[src/rtl/if_pkg.sv]
// ============================================================================
// Package : if_pkg
// Brief   : Shared constants, FSM state encoding and bundle field slices.
// Rev     : 1.0 - initial release
// ============================================================================
`default_nettype none

package if_pkg;

    localparam logic [31:0] c_reset_pc   = 32'h0000_0000;
    localparam logic [31:0] c_pc_inc     = 32'd4;

    // Bundle layout: nextPC occupies the upper word, instruction the lower.
    localparam int          c_nextpc_msb = 63;
    localparam int          c_nextpc_lsb = 32;
    localparam int          c_instr_msb  = 31;
    localparam int          c_instr_lsb  = 0;

    typedef enum logic [1:0] {
        S_IDLE = 2'd0,
        S_REQ  = 2'd1,
        S_WAIT = 2'd2,
        S_HOLD = 2'd3
    } fetch_state_t;

endpackage

`default_nettype wire

[src/rtl/fetch_pc_reg.sv]
// ============================================================================
// Module : fetch_pc_reg
// Brief  : Program counter with load / increment / hold, async active-low reset.
// Rev    : 1.0 - initial release
// ============================================================================
`default_nettype none

module fetch_pc_reg
    import if_pkg::*;
#(
    parameter logic [31:0] RESET_PC = c_reset_pc
) (
    input  logic        clk,
    input  logic        reset,
    input  logic        load,
    input  logic [31:0] load_pc,
    input  logic        inc,
    output logic [31:0] pc
);

    // Load wins over increment so a redirect always replaces the stream.
    always_ff @(posedge clk or negedge reset) begin
        if (!reset) begin
            pc <= RESET_PC;
        end else if (load) begin
            pc <= load_pc;
        end else if (inc) begin
            pc <= pc + c_pc_inc;
        end
    end

endmodule

`default_nettype wire

[src/rtl/if_fetch_stage.sv]
// ============================================================================
// Module : if_fetch_stage
// Brief  : Instruction fetch producing the {nextPC, instruction} IF/ID bundle.
//          Optional IF_PERF_CNT_EN adds saturating fetch/stall counters.
// Rev    : 1.0 - initial release
// ============================================================================
`default_nettype none

module if_fetch_stage
    import if_pkg::*;
#(
    parameter logic [31:0] RESET_PC = c_reset_pc,
    parameter int          WIDTH    = 64
) (
    input  logic             clk,
    input  logic             reset,
    input  logic             stall,
    input  logic             redirect,
    input  logic [31:0]      redirect_pc,
    output logic             imem_req,
    output logic [31:0]      imem_addr,
    input  logic             imem_gnt,
    input  logic             imem_rvalid,
    input  logic [31:0]      imem_rdata,
    output logic [WIDTH-1:0] out_bundle,
    output logic             out_valid,
    output logic             ifid_flush
`ifdef IF_PERF_CNT_EN
    ,
    output logic [31:0]      perf_fetch_cnt,
    output logic [31:0]      perf_stall_cnt
`endif
);

    fetch_state_t     r_state;
    logic             r_drop;
    logic             r_out_valid;
    logic [WIDTH-1:0] r_bundle;
    logic [31:0]      w_pc;
    logic             w_consume;

    // A bundle is consumed only when decode accepts it and no redirect kills it.
    assign w_consume = (r_state == S_HOLD) && !stall && !redirect;

    fetch_pc_reg #(
        .RESET_PC (RESET_PC)
    ) u_pc (
        .clk     (clk),
        .reset   (reset),
        .load    (redirect),
        .load_pc (redirect_pc),
        .inc     (w_consume),
        .pc      (w_pc)
    );

    always_ff @(posedge clk or negedge reset) begin
        if (!reset) begin
            r_state     <= S_IDLE;
            r_drop      <= 1'b0;
            r_out_valid <= 1'b0;
            r_bundle    <= '0;
        end else begin
            case (r_state)
                S_IDLE: r_state <= S_REQ;
                S_REQ: begin
                    if (imem_gnt) begin
                        r_state <= S_WAIT;
                        r_drop  <= redirect;
                    end
                end
                S_WAIT: begin
                    if (imem_rvalid) begin
                        r_drop <= 1'b0;
                        if (redirect || r_drop) begin
                            r_state <= S_REQ;
                        end else begin
                            r_bundle[c_nextpc_msb:c_nextpc_lsb] <= w_pc + c_pc_inc;
                            r_bundle[c_instr_msb:c_instr_lsb]   <= imem_rdata;
                            r_out_valid <= 1'b1;
                            r_state     <= S_HOLD;
                        end
                    end else if (redirect) begin
                        // The in-flight word belongs to the old stream.
                        r_drop <= 1'b1;
                    end
                end
                S_HOLD: begin
                    if (redirect || !stall) begin
                        r_out_valid <= 1'b0;
                        r_state     <= S_REQ;
                    end
                end
                default: r_state <= S_IDLE;
            endcase
        end
    end

    assign imem_req   = (r_state == S_REQ);
    assign imem_addr  = w_pc;
    assign out_bundle = r_bundle;
    assign out_valid  = r_out_valid;
    assign ifid_flush = ~r_out_valid | redirect;

`ifdef IF_PERF_CNT_EN
    logic [31:0] r_fetch_cnt;
    logic [31:0] r_stall_cnt;

    always_ff @(posedge clk or negedge reset) begin
        if (!reset) begin
            r_fetch_cnt <= '0;
            r_stall_cnt <= '0;
        end else begin
            if (w_consume && (r_fetch_cnt != 32'hFFFF_FFFF)) begin
                r_fetch_cnt <= r_fetch_cnt + 32'd1;
            end
            if ((r_state == S_HOLD) && stall && (r_stall_cnt != 32'hFFFF_FFFF)) begin
                r_stall_cnt <= r_stall_cnt + 32'd1;
            end
        end
    end

    assign perf_fetch_cnt = r_fetch_cnt;
    assign perf_stall_cnt = r_stall_cnt;
`endif

endmodule

`default_nettype wire

[config.mk]
export PLATFORM = sky130hd
export DESIGN_NAME = if_fetch_stage
export DESIGN_NICKNAME = d
export VERILOG_FILES = /design/src/rtl/if_pkg.sv /design/src/rtl/fetch_pc_reg.sv /design/src/rtl/if_fetch_stage.sv
export SDC_FILE = /design/constraint.sdc
export NUM_CORES = 1
export LEC_CHECK = 0
export ABC_AREA = 1
export BUFFER_PORTS_ARGS = -buffer_cell sky130_fd_sc_hd__clkbuf_2
export CORE_UTILIZATION = 43
export DETAILED_ROUTE_END_ITERATION = 10
export PLACE_DENSITY = 0.79
export SLEW_MARGIN = 20
export SYNTH_ARGS = -nofsm -noshare
export SYNTH_HDL_FRONTEND = slang
export SYNTH_HIERARCHICAL = 1
export SYNTH_SLANG_ARGS = --single-unit
[constraint.sdc]
create_clock -name clk -period 4.34 [get_ports clk]
set_clock_uncertainty 0.2 [all_clocks]
set_input_delay 0.434 -clock clk [delete_from_list [all_inputs] [get_ports clk]]
set_output_delay 0.434 -clock clk [all_outputs]
set_load 0.03 [all_outputs]
* Word-level counts from Yosys, hierarchy flattened *
Cells that the tools add are included.

cells by class
  bitwise operators = 3
  add/sub/neg operators = 1
  equality and inequality tests = 8
  reductions and logical operators = 14
  muxes and demuxes = 15

operator list
  operator                                       number
  two-way mux 32 bit                             2
  adder 32 x 3 -> 32 bit, second input constant  1
  AND reduction 3 bit                            3
  two-way mux 2 bit                              4
  one-hot mux 2 bit (4 select lines)             1
  two-way mux 1 bit                              6
  nonzero test 2 bit                             3
  == test 2 bit, second input constant           2
  != test 2 x 1 -> 1 bit, second input constant  2
  != test 2 bit, second input constant           2
  one-hot mux 1 bit (2 select lines)             2
  AND reduction 4 bit                            1
  != test 3 bit, second input constant           1
  == test 2 x 1 -> 1 bit, second input constant  1
  logical AND 1 bit                              2
  logical NOT 1 bit                              2
  logical NOT 2 bit                              1
  logical OR 1 bit                               2
  NOT 1 bit                                      2
  OR 1 bit                                       1

storage, ports and cells
  output and inout port bits = 99
  register bits = 100
  input bits = 70
  word-level logic and storage cells = 46

* Logic depth before layout (Yosys ltp) *
Gate-level depths: netlist of run 1.

  depth in word-level cells = 5
  gate-level depth with buffers = 9
  depth with buffers taken out = 9

* Cells and area by module *
The synthesis of run 1 kept the hierarchy.

modules (own cells, without submodules)
  module          seq. area each (sq um)  times used  area each (sq um)  cells each
  if_fetch_stage  1701.6                  1           3498.4             476
  fetch_pc_reg    800.8                   1           2159.6             315

* Worst setup path before layout of run 1 *
No wires, ideal clock.

  path type = flip-flop to flip-flop
  start point = reg u_pc.pc[2]
  end point = reg r_bundle[56] (netlist: out_bundle[56])
  setup time = 118 ps
  setup slack = 2457 ps
  required time = 4022 ps
  arrival = 1566 ps
  cell stages (with the launch flop) = 9
  buffers on the path = 0
  period minus slack after synthesis = 1883 ps
  cells stage by stage = dfrtp_1 ha_1 nand2_1 nor2_4 nand2_1 nor2_2 nand3_1 nand3_1 nand2_1

between the ends
  word-level cells in the longest chain between the ends = 1

ends and longest elaborated chain
  what                           line                  RTL
  start, declared                fetch_pc_reg.sv:18    output logic [31:0] pc
  start signal, assigned         fetch_pc_reg.sv:26    pc <= load_pc;
  start signal, assigned         fetch_pc_reg.sv:28    pc <= pc + c_pc_inc;
  adder 32 x 3 -> 32 bit         if_fetch_stage.sv:77  r_bundle[c_nextpc_msb:c_nextpc_lsb] <= w_pc + c_pc_inc;
  end signal, assigned by index  if_fetch_stage.sv:77
  end signal, assigned by index  if_fetch_stage.sv:78  r_bundle[c_instr_msb:c_instr_lsb] <= imem_rdata;
  end, declared                  if_fetch_stage.sv:38  logic [WIDTH-1:0] r_bundle;

No other way between the ends.
A chain may end at the register's enable or synchronous reset.

* Worst setup path after layout of run 1 *
  start point = in redirect
  end point = reg u_pc.pc[16]

between the ends
  word-level cells in the longest chain between the ends = 3
  elaborated cells on any way between the ends = 4
  those cells by class = 1 x mux; 3 x reduce/logical

ends and longest elaborated chain
  what                                 line                  RTL
  start, declared                      if_fetch_stage.sv:18  input logic redirect,
  logical NOT 1 bit                    if_fetch_stage.sv:43  assign w_consume = (r_state == S_HOLD) && !stall && !redirect;
  logical AND 1 bit                    if_fetch_stage.sv:43
  via w_consume                        if_fetch_stage.sv:40  logic w_consume;
  nonzero test 2 bit (no source line)  --

The timed path passes the listed nets, and every way through them passes these cells.

==> results list, run 1 <==
- Run status: complete, no violations
- Setup slack on the worst reg-to-reg path comes out at 2.03 ns.
- Critical path buffer and inverter count: 3
* IO buf count: 168
- Fillcell total: 1,267
- Avg Inst Size Synth: 7.15 um2
- Xor and xnor fraction of the mapped netlist area: 1.86%
* Clock latency on the worst-skew pair: 0.36 ns
* Endpoints failing hold: 0
- Data arrives at the worst endpoint at 2.54 ns.
* Pin count of the biggest net entering global routing: 79
- Setup violations remaining at the end of the flow were counted as 0.
* First-pass GRT wire length: 24.6 mm
* Async set-reset flop share out of synthesis: 100%
- Residual overflow from global routing: 0
- Type of element launching the critical path: input port
- Global routing used 23.4% of the available tracks.
* Kind of cell adding the most delay to the critical path: buffers and inverters
- Die width: 117 um
* Synth Area in Compound Gates: 6.32%
- In this run the standard cell core region covers 12,700 um2.
- Worst slack after detailed placement: 1.55 ns
- The initial utilization of the core area, before any placement, comes to 44.5%.
* Biggest area consumer among synthesized cells: sky130_fd_sc_hd__dfrtp_1
* CTS tree: built
- Setup repair after global routing left no endpoint under its margin.
- The netlist uses 30 different library cells.
- Total of cells resized after clock tree synthesis: 0
- For this run, the post-layout net count is 1,029.
* Post-route setup TNS: 0 ns
- After synthesis, the largest family of logic cells by area is simple AND/OR/NAND/NOR gates.
* Leading post-synthesis cells by instance count: 360 x sky130_fd_sc_hd__nand2_1, 100 x sky130_fd_sc_hd__dfrtp_1, 74 x sky130_fd_sc_hd__nand3_1
- Fraction of the mapped netlist area in simple logic gates: 40.4%
- Sequential fraction of the synthesis area: 44.2%
* Post-synthesis instance total: 791
- In this design, the critical path's most frequently occurring cell is sky130_fd_sc_hd__nand2_1.
- Longest Clk Path Bufs: 2
- Slowest-stage cell, CP: sky130_fd_sc_hd__inv_1
- Total power: 3.93 mW
- Starting DRC count in detailed routing: 358
- Number of clock sinks: 100
- Dividing the detail-routed via count by the number of cells gives 4.98.
- Wirelength per Cell: 13.7 um
- Origin of the critical flop-to-flop path: r_state[0]
- Measured in cells, the most critical reg-to-reg path has a length of 7.
- Synth Area in Adders: 1.11%
* Total placed cells including tap cells: 1,114
- In the finished design, the share of the clock period the worst path needs comes to 56.7%.
- Slew @ Worst Pin: 0.735 ns
- Once detail routing completed, the nets flagged for antenna violations numbered 0.
* DP HPWL: 11.2 mm
* Placer's final routability congestion estimate: 0.885
* Die area: 13,600 um2
- CP Depth: 8
* Crit-path max cell delay: 0.57 ns
* Number of enable-type register cells in the synthesized netlist: 0
- Sort of element at the end of the critical path: flop
* Total via count in the routed design: 5,628
* Cells taking the most area after synthesis: sky130_fd_sc_hd__dfrtp_1 44%, sky130_fd_sc_hd__nand2_1 24%, sky130_fd_sc_hd__nand3_1 6.5%
- The setup path with the least slack is of type input port to flop.
* Storage element area: 2500 um2
- The clock tree synthesis step divided the H-tree into 3 levels.
* Post-synth top area share: 44.2%
* Diode count: 0
- Largest driver fanout on the critical path: 33
- Setup slack on the critical path of the routed design comes to 1.88 ns.
* Proportion of synthesized area in mux cells: 0%
- Hold slack final: 0.0758 ns
- Based on the critical path, the design can be clocked at up to 406 MHz.
- Area of the mapped netlist: 5660 um2
* Antenna violations before repair: 0
- Post-CTS timing repair inserted 0 buffers for setup.
- Non-filler cells in the finished layout: 1,131
- Height of the chip: 117 um
- From synthesis to final layout, the design area changed by 22.7%.
* Leakage power total: 3.68 nW
- The number of nets handed over by synthesis was 866.
- The first TritonRoute pass finished after 5 iterations.
* Minimum clock period: 2.46 ns
- Main flop type after synthesis: sky130_fd_sc_hd__dfrtp_1
- Capturing point of the worst reg2reg path: u_pc/pc[16]
- Dividing total power by cell area gives a power density of 566 nW/um2.
- The final layout contains routed wiring with a total length of 15.5 mm.
- Max-slew headroom: 51.0%
- The via count of the first global-routing pass is 5,203.
* Clock transition at the register clock pins on the worst setup and hold paths after CTS: 0.07 ns
- Data required time of the critical path: 4.42 ns
- IR analysis of the VDD net gives a maximum drop of 229 uV.
- Maximum Capacitance Violations: 0
- After synthesis the netlist holds a flip-flop and latch count of 100.
- In the routed design, unresolved DRC markers number 0.
- 169 I/O pins were placed.
- Class of the tightest hold or removal check: input port to flop
- Cells with a size suffix above 1 make up 23.7% of the layout.
- Critical path origin: redirect
- Inserted Clock Buffers: 9
- The number of max-slew violations in the final report was 0.
* Total of warnings raised by yosys: 6
- Row generation in the floorplan step produced 41 rows.
- The critical path ends at u_pc/pc[16].
* Worst path cell trace: clkbuf_2 -> inv_2 -> nand2_1 -> nor2_1 -> nand2_1 -> inv_1 -> o21ai_0 -> o21ai_1
- In the final layout, the multi-input gates occupy 2820 um2.
- The root buffer cell chosen for the clock tree is sky130_fd_sc_hd__clkbuf_16.
* Library cell with the highest instance count after synthesis: sky130_fd_sc_hd__nand2_1
[per-stage QoR]
step / cell area (um2) / utilization [%]
final: 6940 / 54.6
after global routing: 6940 / 54.6
after CTS: 6930 / 54.4
after detailed placement: 6620 / 52.0
after global placement: 6620 / 52.0
after floorplan: 5660 / -
[worst register-to-register path: stages, from the launching register on]
cell and delay, ns:
sky130_fd_sc_hd__dfrtp_1 0.40, sky130_fd_sc_hd__ha_1 0.21, sky130_fd_sc_hd__nand2_1 0.06, sky130_fd_sc_hd__nor2_1 0.24, sky130_fd_sc_hd__nand2_1 0.21, sky130_fd_sc_hd__inv_1 0.57, sky130_fd_sc_hd__o21ai_0 0.20, sky130_fd_sc_hd__o21ai_1 0.15
[registers in the layout, indices dropped and copies added (netlist names)]
| name | cells |
|---|---|
| out_bundle | 64 |
| u_pc/pc | 32 |
| r_state | 2 |
| out_valid | 1 |
| r_drop | 1 |
[final cells by class]
type	count	share of cell area (%)
clock buffer	9	3.24
clock inverter	7	1.15
multi-input combinational	613	40.6
inverter	57	3.08
tap	172	3.10
sequential	100	36.1
timing repair buffer	173	12.8
[how the worst min path moves through the flow]
stage                               from             end  cells after the start
after floorplan                    reset   out_bundle[0]                      0
after global placement     out_bundle[3]   out_bundle[3]                      2
after detailed placement  out_bundle[14]  out_bundle[14]                      2
after CTS                 redirect_pc[0]      u_pc/pc[0]                      3
after global routing       imem_rdata[8]   out_bundle[8]                      3
final                     redirect_pc[0]      u_pc/pc[0]                      3
[cells by family (layout without fill, tap and decap cells)]
logic type / count (synthesis) / after routing
and+or+nand+nor: 540 / 540
AOI/OAI and AO/OA: 56 / 56
xor gates and xnor gates: 12 / 12
buffers and inverters: 78 / 246
DFF: 100 / 100
adders and majority gates: 5 / 5
[metal layers]
| layer | up-vias | track usage, % | part of all wire [%] |
|---|---|---|---|
| li1 | 2812 | - | - |
| met1 | 2567 | 29.5 | 44 |
| met5 | - | 0 | 0 |
| met4 | 0 | 7.51 | 2.0 |
| met3 | 24 | 6.54 | 7.8 |
| met2 | 225 | 39.0 | 46 |
[power breakdown]
group,total (mW),internal (mW),switching (mW)
Sequential,1.52,1.26,0.260
Clock,0.832,0.455,0.377
Combinational,1.58,0.447,1.14
[cell usage in the layout (no fill, tap or decap), drive strengths merged, types with 4 or more instances in the layout]
cell type / count
o21ai: 19
clkbuf: 176
ha: 5
o21bai: 8
a21oi: 5
nand3: 75
a22oi: 19
buf: 5
and2: 5
xor2: 10
nor2: 88
or2: 4
nand2: 367
dfrtp: 100
inv: 60
[what timing repair did]
action | in CTS | in global routing
endpoints found under the setup margin | 0 | 0
hold endpoints to repair | 0 | 55
hold buffers | 0 | 1
No activity file was read; power rests on OpenSTA's default activity.
==> inputs of run 2 (changes only) <==
clock period = 2.6 ns   (was 4.34 ns; I/O delays follow)
==> run 2 against run 1 <==
- wire length is 7.9% higher
- count of clock-buffer cells in the layout unchanged
- final area is 9.0% higher
- flip-flop and latch count did not move
- core utilization grew 4.9 points
- critical path depth unchanged
- die area unchanged
- cell count up 5.7%
- worst hold slack lost 0.064 ns
- non-clock buffer count up 64
- clock power rose by 55%
- critical endpoint is now u_pc/pc[23]
==> results list, run 2 (synthesis results as in run 1) <==
- The number of clock buffers inserted by TritonCTS came to 9 (unchanged).
* Sort of element at the end of the critical path: flop
* Most common cell on crit path: sky130_fd_sc_hd__nand2_1
- Diode count: 0 (unchanged)
- Vias in the first global route: 5,663 (+8.8%)
- Min-Delay Path Depth: 3 (unchanged)
- The logic depth of the worst register-to-register path was 8 (+1).
* Clock transition at the register clock pins on the worst setup and hold paths after CTS: 0.07 ns (about the same)
- The worst hold path terminates at u_pc/pc[16].
- The cell family contributing the most delay on the critical path is simple AND/OR/NAND/NOR gates.
- CTS HTree Levels: 3 (unchanged)
* Die area: 13,600 um2 (unchanged)
- Max-slew headroom: 53.3% (+2.2 points)
* Fillcell total: 1,136 (-10%)
- Endpoints failing hold: 0 (unchanged)
- The register-to-register path setup slack was 0.33 ns (-1.70 ns).
- In the layout the commonest cells are 360 x sky130_fd_sc_hd__nand2_1, 167 x sky130_fd_sc_hd__clkbuf_2, 100 x sky130_fd_sc_hd__dfrtp_1.
- The slowest stage of the critical path belongs to the cell sky130_fd_sc_hd__dfrtp_1.
* Type of element launching the critical path: flop
* Hold wc startpoint: redirect_pc[16]
* Class of the tightest hold or removal check: input port to flop
- Placeable Area: 12,700 um2 (unchanged)
- Met3 wire length: 1.20 mm (+0.17%)
- The length of routed wiring on met1 was 7.22 mm (+5.1%).
- Fmax: 440 MHz
- Data required time of the critical path: 2.69 ns (-1.73 ns)
* Leakage power total: 3.94 nW (+7.0%)
- The summed negative setup slack over all endpoints was 0 ns (unchanged).
- The cell count after placement is 1,116 (+0.18%).
- The worst register-to-register path ends at u_pc/pc[23].
- Non-filler cells in the finished layout: 1,195 (+5.7%)
* IO buf count: 168 (unchanged)
* Layout Area Growth over Synthesis: 33.7%
- CP Depth: 8 (unchanged)
- Origin of the critical flop-to-flop path: r_state[0]
* Ports: 169 (unchanged)
- Starting DRC count in detailed routing: 484 (+35%)
- Residual overflow from global routing: 0 (unchanged)
- First-pass GRT wire length: 26.5 mm (+7.9%)
- The setup fix buffers added after clock tree synthesis was 0 (unchanged).
- Met2 WL: 7.89 mm (+12%)
* Run status: complete, no violations
* Setup repair after global routing missed its margin: no
- Critical path buffer and inverter count: 2 (-1)
- The share of final-layout standard cells stronger than drive strength 1 was 22.4% (-1.3 points).
- The via count of the routed design was 5,917 (+5.1%).
- The net total in the final layout is 1,093 (+6.2%).
- The clock latency at the later pin of the worst-skew pair came to 0.35 ns (about the same).
- The total half-perimeter wirelength after legalization and detailed placement is 11.1 mm (-0.49%).
- Path type of the worst setup path: flop to flop
* Number of max-slew violations in the final report: 0 (unchanged)
* Final worst-path cycle share: 87.4%
- In this run the worst setup path begins at r_state[0].
* Die width: 117 um (unchanged)
- Power density over cell area: 870 nW/um2 (+54%)
- The number of nets still failing antenna checks after routing is 0 (unchanged).
* Longest Clk Path Bufs: 2 (unchanged)
- Maximum vdd ir drop: 336 uV (+47%)
- The pre-CTS setup slack came to 0.264 ns (-1.29 ns).
- Largest driver fanout on the critical path: 12 (-64%)
- The weighted congestion at the end of routability-driven global placement is 0.863 (-2.5%).
- Core Rows: 41 (unchanged)
- The total routing resource utilization after global routing was 25.3% (+1.8 points).
* Pin count of the biggest net entering global routing: 73 (-7.6%)
- Counting I/O delays and the setup requirement, the final critical path takes 2.27 ns.
* Height of the chip: 117 um (unchanged)
- Final setup slack of the worst path: 0.327 ns (-1.55 ns)
- Maximum Capacitance Violations: 0 (unchanged)
- Initial Utilization: 44.5% (unchanged)
- Ratio of routed vias to standard cells: 4.95 (-0.50%)
- The detailed-route DRC error count was 0 (unchanged).
- The worst stage delay on the critical path came to 0.40 ns (-0.17 ns).
* CTS tree: built
- The routed wirelength normalized by instance count is 14.0 um (+2.1%).
- Number of clock sinks: 100 (unchanged)
* Max layer used: met4
- Clk Tree Root Cell: sky130_fd_sc_hd__clkbuf_16
* Crit path arrival time: 2.36 ns (-0.18 ns)
* Routed wire length: 16.7 mm (+7.9%)
- Antenna violations before repair: 0 (unchanged)
- The flip-flop count of the largest register, all copies and words added was 64 (unchanged).
* Hold slack final: 0.0121 ns (-0.0637 ns)
- The signal on the critical path passes through ha_1 -> nand2_1 -> nor2_1 -> nand2_1 -> inv_1 -> buf_4 -> nand3_1 -> nand2_1.
* Slew @ Worst Pin: 0.701 ns (-0.0335 ns)
- Leaving out fill and tap cells, the most frequent cell in the layout is sky130_fd_sc_hd__nand2_1.
- Drt first pass iters: 4 (-1)
- The final setup violation count came to 0 (unchanged).
run 2: cell count changes in the layout (fill, tap and decap cells not counted):
cell                            delta
sky130_fd_sc_hd__bufinv_16         -1
sky130_fd_sc_hd__inv_8             -1
sky130_fd_sc_hd__inv_2             -1
sky130_fd_sc_hd__buf_12            +1
sky130_fd_sc_hd__buf_6             -1
sky130_fd_sc_hd__buf_4             +2
sky130_fd_sc_hd__inv_4             +1
sky130_fd_sc_hd__clkinv_4          +1
sky130_fd_sc_hd__clkinv_2          -1
sky130_fd_sc_hd__inv_6             +1
sky130_fd_sc_hd__dlygate4sd3_1    +62
sky130_fd_sc_hd__clkinvlp_4        +1
run 2: final cells by class:
cell class	instances	area [um2]	area share (%)
sequential	100	2500	33.1
multi-input combinational	613	2820	37.2
inverter	57	216	2.86
timing repair buffer	237	1530	20.2
tap	172	215	2.84
clock buffer	9	225	2.98
clock inverter	7	58.8	0.777
run 2: what timing repair did:
item | in CTS | in global routing
endpoints found under the hold margin | 107 | 0
setup endpoints to repair | 0 | 28
hold buffers | 63 | 0
resized for setup | 0 | 1
run 2: power breakdown:
| part | internal [mW] | switching, mW |
|---|---|---|
| Combinational | 0.809 | 1.94 |
| Sequential | 2.10 | 0.447 |
| Clock | 0.663 | 0.627 |
run 2: how the worst max path moves through the flow:
stage | endpoint | slack (ns)
after global placement | out_bundle[49] | 0.32
after CTS | out_bundle[49] | 0.24
final | u_pc/pc[23] | 0.33
after detailed placement | out_bundle[49] | 0.26
after global routing | u_pc/pc[28] | 0.15
after floorplan | out_bundle[56] | 0.72
run 2: layer usage:
| layer | GRT usage [%] | up-vias |
|---|---|---|
| li1 | - | 2944 |
| met1 | 31.6 | 2703 |
| met2 | 43.7 | 240 |
| met3 | 3.84 | 30 |
| met4 | 10.4 | 0 |
| met5 | 0 | - |
run 2: tightest hold or removal path, delay by kind of cell:
family                 cells  cell delay (ns)
buffers and inverters      1             0.07
AOI/OAI and AO/OA          2             0.19
run 2: through the flow:
step                      util (%)  cell area, um2  total power [mW]
after floorplan                  -            5660              4.31
after global placement        52.3            6650              5.17
after detailed placement      52.3            6650              5.22
after CTS                     59.5            7560              6.59
after global routing          59.5            7570              7.01
final                         59.5            7570              6.58
